==> src/rtl/mux8_rr_scheduler.sv <==
// Round-robin owner scheduler for an 8:1 bit mux: registered one-hot grant and select,
// with a bounded burst per owner whenever other sources are waiting.
module mux8_rr_scheduler #(
    parameter int unsigned MAX_HOLD = 4,
    parameter int unsigned CNT_W    = 8
) (
    input  logic       clk,
    input  logic       rst_n,
    input  logic [7:0] req,
    output logic [7:0] gnt,
    output logic [2:0] sel,
    output logic       gnt_valid
);

    localparam int unsigned N_SRC = 8;
    localparam int unsigned SEL_W = 3;

    localparam logic [0:0] ST_IDLE  = 1'b0;
    localparam logic [0:0] ST_GRANT = 1'b1;

    logic [0:0]       state_q, state_d;
    logic [SEL_W-1:0] ptr_q, ptr_d;
    logic [CNT_W-1:0] hold_cnt_q, hold_cnt_d;
    logic [N_SRC-1:0] gnt_q, gnt_d;
    logic [SEL_W-1:0] sel_q, sel_d;
    logic             gnt_valid_q, gnt_valid_d;

    logic [N_SRC-1:0] arb_mask_c;
    logic             arb_found_c;
    logic [SEL_W-1:0] arb_idx_c;
    logic [SEL_W-1:0] cand_c;
    logic             owner_req_c;
    logic             expire_c;

    // The current owner is never a candidate: on release its bit is already low, on expiry it must yield.
    assign arb_mask_c  = req & ~gnt_q;
    assign owner_req_c = |(req & gnt_q);
    assign expire_c    = (hold_cnt_q == CNT_W'(MAX_HOLD));

    // First set candidate searching ptr, ptr+1, ... wrapping modulo 8.
    always_comb begin
        arb_found_c = 1'b0;
        arb_idx_c   = '0;
        cand_c      = '0;
        for (int i = 0; i < int'(N_SRC); i++) begin
            cand_c = ptr_q + SEL_W'(i);
            if (!arb_found_c && arb_mask_c[cand_c]) begin
                arb_found_c = 1'b1;
                arb_idx_c   = cand_c;
            end
        end
    end

    always_comb begin
        state_d     = state_q;
        ptr_d       = ptr_q;
        hold_cnt_d  = hold_cnt_q;
        gnt_d       = gnt_q;
        sel_d       = sel_q;
        gnt_valid_d = gnt_valid_q;

        case (state_q)
            ST_IDLE: begin
                if (arb_found_c) begin
                    state_d     = ST_GRANT;
                    gnt_d       = N_SRC'(1) << arb_idx_c;
                    sel_d       = arb_idx_c;
                    gnt_valid_d = 1'b1;
                    hold_cnt_d  = CNT_W'(1);
                    ptr_d       = arb_idx_c + SEL_W'(1);
                end
            end
            ST_GRANT: begin
                if ((!owner_req_c || expire_c) && arb_found_c) begin
                    gnt_d       = N_SRC'(1) << arb_idx_c;
                    sel_d       = arb_idx_c;
                    gnt_valid_d = 1'b1;
                    hold_cnt_d  = CNT_W'(1);
                    ptr_d       = arb_idx_c + SEL_W'(1);
                end else if (!owner_req_c) begin
                    state_d     = ST_IDLE;
                    gnt_d       = '0;
                    sel_d       = '0;
                    gnt_valid_d = 1'b0;
                    hold_cnt_d  = '0;
                end else if (!expire_c) begin
                    hold_cnt_d  = hold_cnt_q + CNT_W'(1);
                end
            end
            default: begin
                state_d     = ST_IDLE;
                gnt_d       = '0;
                sel_d       = '0;
                gnt_valid_d = 1'b0;
                hold_cnt_d  = '0;
            end
        endcase
    end

    always_ff @(posedge clk or negedge rst_n) begin
        if (!rst_n) begin
            state_q     <= ST_IDLE;
            ptr_q       <= '0;
            hold_cnt_q  <= '0;
            gnt_q       <= '0;
            sel_q       <= '0;
            gnt_valid_q <= 1'b0;
        end else begin
            state_q     <= state_d;
            ptr_q       <= ptr_d;
            hold_cnt_q  <= hold_cnt_d;
            gnt_q       <= gnt_d;
            sel_q       <= sel_d;
            gnt_valid_q <= gnt_valid_d;
        end
    end

    assign gnt       = gnt_q;
    assign sel       = sel_q;
    assign gnt_valid = gnt_valid_q;

endmodule
==> config.mk <==
export PLATFORM = sky130hd
export DESIGN_NAME = mux8_rr_scheduler
export DESIGN_NICKNAME = d
export VERILOG_FILES = /design/src/rtl/mux8_rr_scheduler.sv
export SDC_FILE = /design/constraint.sdc
export NUM_CORES = 1
export LEC_CHECK = 0
export CAP_MARGIN = 20
export CORE_MARGIN = 3
export CORE_UTILIZATION = 69
export DETAILED_ROUTE_END_ITERATION = 16
export DONT_BUFFER_PORTS = 1
export PLACE_DENSITY = 0.89
export REMOVE_ABC_BUFFERS = 1
export SLEW_MARGIN = 10
export SYNTH_ARGS = -nofsm -noshare
export SYNTH_HDL_FRONTEND = slang
export SYNTH_SLANG_ARGS = --single-unit
==> constraint.sdc <==
create_clock -name clk -period 7.45 [get_ports clk]
set_input_delay 1.1175 -clock clk [delete_from_list [all_inputs] [get_ports clk]]
set_output_delay 1.1175 -clock clk [all_outputs]
set_load 0.005 [all_outputs]
==> summary.txt <==
Run status
  • Outcome: finished clean

Clock network
  • Setup Fix Bufs, Post-CTS: 0
  • Post-CTS sizing: 0
  • Worst-Skew Late Latency: 0.31 ns
  • H-tree lvl count: 1
  • Root Buffer Master: clkbuf_4
  • CTS tree: done
  • CTS Buf Count: 3
  • Clock buffer depth: 2
  • Hold_buf cts: 0
  • Total clock sinks: 24
  • Clock Pin Slew Worst Setup and Hold Paths: 0.13 ns

Setup path
  • Crit path kind: flop to flop
  • Maximum fanout along the worst path: 16
  • Critical Path Source Type: flop
  • Worst Path Required: 7.69 ns
  • CP Capture Type: flop
  • Arrival @ worst endpoint: 4.30 ns

Finish
  • Area grow syn2layout: 1.50%
  • Antenna diodes: 0
  • Layout cells sized above 1: 11.9%
  • Fin nets: 265

Global route
  • Vias in the first global route: 1979
  • Largest net degree at the start of global routing: 25
  • Initial antenna violation count: 0
  • Gr usage total: 30.1%
  • GRT overflow: 0
  • First-pass GRT wire length: 9780 µm

Timing
  • # setup viols final: 0
  • Slew @ Worst Pin: 0.664 ns
  • Worst clock skew: 0.00775 ns
  • RSZ-0062 raised after global routing: no
  • Number of hold violations in the final report: 0
  • Setup_tns: 0 ns
  • Fin crit period: 4.06 ns
  • Final Slew Violations: 0
  • FMAX: 0.246 GHz
  • Fin crit share: 54.5%
  • Worst rel slew slack: 54.6%

Route
  • Drt wl/cell: 19.7 µm
  • Antenna Nets Post-Route: 0
  • Via/cell ratio: 7.20
  • DR pass1 iterations: 5
  • Vias: 2075
  • Final WL: 5680 µm
  • Initial detailed-routing violation count: 182
  • DRC viols: 0

Yosys
  • Synth warnings: 0
  • Post-synth top area share: 25.7%
  • FFs w/ async S/R, synth: 100%
  • Gate Count Post-Synth: 250
  • Number of flops mapped to enable cells by yosys: 0
  • Post-synthesis sequential area ratio: 25.7%
  • Yosys cell types: 61
  • Dominant cell type by area after synthesis: dfrtp_1
  • Register bit total from synthesis: 24
  • Mapped Area: 2340 µm²
  • Synthesized area per cell: 9.34 µm²
  • Synth Flop Type: dfrtp_1
  • Area contributors post-synth: dfrtp_1 26%, mux4_2 12%, ha_1 5.4%, mux2i_1 3.9%, nand2_1 3.5%

Job
  • Max Cap Viol: 0

Worst hold path
  • Worst hold-check path type: input pin to async pin

Die
  • IO Pins: 22
  • Die X: 64.2 µm
  • Initial Util: 74.1%
  • Die ar.: 4120 µm²
  • Core area: 3150 µm²
  • Num rows: 20
  • Die height: 64.2 µm

Place
  • Gpl congestion: 0.996
  • DP HPWL: 4290 µm
  • IO buf count: 0
cell type report:
class / instances / area (µm²)
multi-input combinational: 203 / 1630
fill: 241 / 782
sequential: 24 / 601
tap: 44 / 55.1
inverter: 13 / 51.3
clock buffer: 4 / 36.3
routing by layer:
metal  GRT usage, %  vias to the layer above  part of all wire, %
met1           41.0                      983                   41
met5              0                        -                    0
met3           8.44                        6                   11
li1               -                      954                    -
met2           48.5                      132                   47
met4           5.01                        0                 0.85
cells in the final DEF, fill, tap and decap left out, types with 3 or more instances in the layout:
| cell | netlist | final |
|---|---|---|
| nor2b_1 | 10 | 10 |
| and3_1 | 5 | 5 |
| a22o_1 | 3 | 3 |
| nor2_1 | 11 | 11 |
| ha_1 | 10 | 10 |
| o211ai_1 | 6 | 6 |
| a31oi_1 | 3 | 3 |
| nand3b_1 | 4 | 4 |
| a32o_1 | 4 | 4 |
| mux4_2 | 12 | 12 |
| a22oi_1 | 5 | 5 |
| inv_1 | 10 | 10 |
| dfrtp_1 | 24 | 24 |
| o21ai_0 | 7 | 7 |
| xor2_1 | 4 | 4 |
| a21oi_1 | 9 | 9 |
| o21ai_1 | 7 | 7 |
| clkbuf_4 | 0 | 3 |
| nand2_1 | 22 | 22 |
| nand4_1 | 7 | 7 |
| and2_1 | 8 | 8 |
| nand3_1 | 12 | 12 |
| or3_1 | 4 | 4 |
| o31ai_1 | 3 | 3 |
| mux2i_1 | 9 | 9 |
synthesized netlist by cell type (3+ instances only):
cell type,n
nand3_1,12
a32o_1,4
clkbuf_1,4
nand2_1,22
nand4_1,7
or3_1,4
o31ai_1,3
a31oi_1,3
nand3b_1,4
buf_2,3
and3_1,5
a22oi_1,5
nor2b_1,10
o211ai_1,6
inv_1,10
and2_1,8
ha_1,10
xor2_1,4
a22o_1,3
nor2_1,11
a21oi_1,9
mux4_2,12
dfrtp_1,24
o21ai_1,7
mux2i_1,9
o21ai_0,7
worst max-delay path, stage by stage (launching register included):
cell and delay, ns:
dfrtp_1 0.69, inv_4 0.22, ha_1 0.29, xor2_1 0.34, mux4_2 0.38, mux2i_1 0.28
nand4bb_1 0.46, a311o_1 0.47, o211ai_1 0.23, ha_1 0.26, ha_1 0.23, o21ai_1 0.14
stage by stage:
step                      utilization, %  std cells  hold slack, ns  instance area [µm²]  worst slack (ns)
after detailed placement            74.0        284           0.497                 2330              3.47
after floorplan                        -        240           0.471                 2280              3.89
final                               75.2        288           0.477                 2370              3.39
after global routing                75.2        288           0.449                 2370              3.03
after global placement              74.0        284           0.499                 2330              3.54
after CTS                           75.2        288           0.468                 2370              3.42
worst paths after layout:
kind / start / to / slack (ns) / depth (start not counted)
setup / recovery: ptr_q[0]$_DFFE_PN0P_ / ptr_q[2]$_DFFE_PN0P_ / 3.39 / 11
hold / removal: rst_n / hold_cnt_q[4]$_DFFE_PN0P_ / 0.48 / 0
setup reg to reg: ptr_q[0]$_DFFE_PN0P_ / ptr_q[2]$_DFFE_PN0P_ / 3.39 / 11
hold reg to reg: gnt_valid$_DFFE_PN0P_ / gnt_valid$_DFFE_PN0P_ / 0.52 / 2
max in group asynchronous: rst_n / ptr_q[1]$_DFFE_PN0P_ / 6.89 / 0
min in group clk: gnt_valid$_DFFE_PN0P_ / gnt_valid$_DFFE_PN0P_ / 0.52 / 2
sequential cells by signal, summed over array words and instances, names as in the netlist:
register	count
gnt	8
gnt_valid	1
hold_cnt_q	8
ptr_q	3
sel	3
state_q	1
cell families (layout without fill, tap and decap cells):
| kind of cell | after synthesis | in the layout | share of synthesized area (%) |
|---|---|---|---|
| buf+inv | 23 | 17 | 4.61 |
| flops | 24 | 24 | 25.7 |
| compound gates | 63 | 63 | 20.0 |
| xor+xnor | 5 | 5 | 1.87 |
| simple gates | 102 | 102 | 26.0 |
| fa+ha+maj | 10 | 10 | 5.36 |
| mux | 23 | 23 | 16.4 |
Power is left out: the tool's default activity adds up to more than one toggle a clock period on the data nets, which glitch-free logic cannot reach.
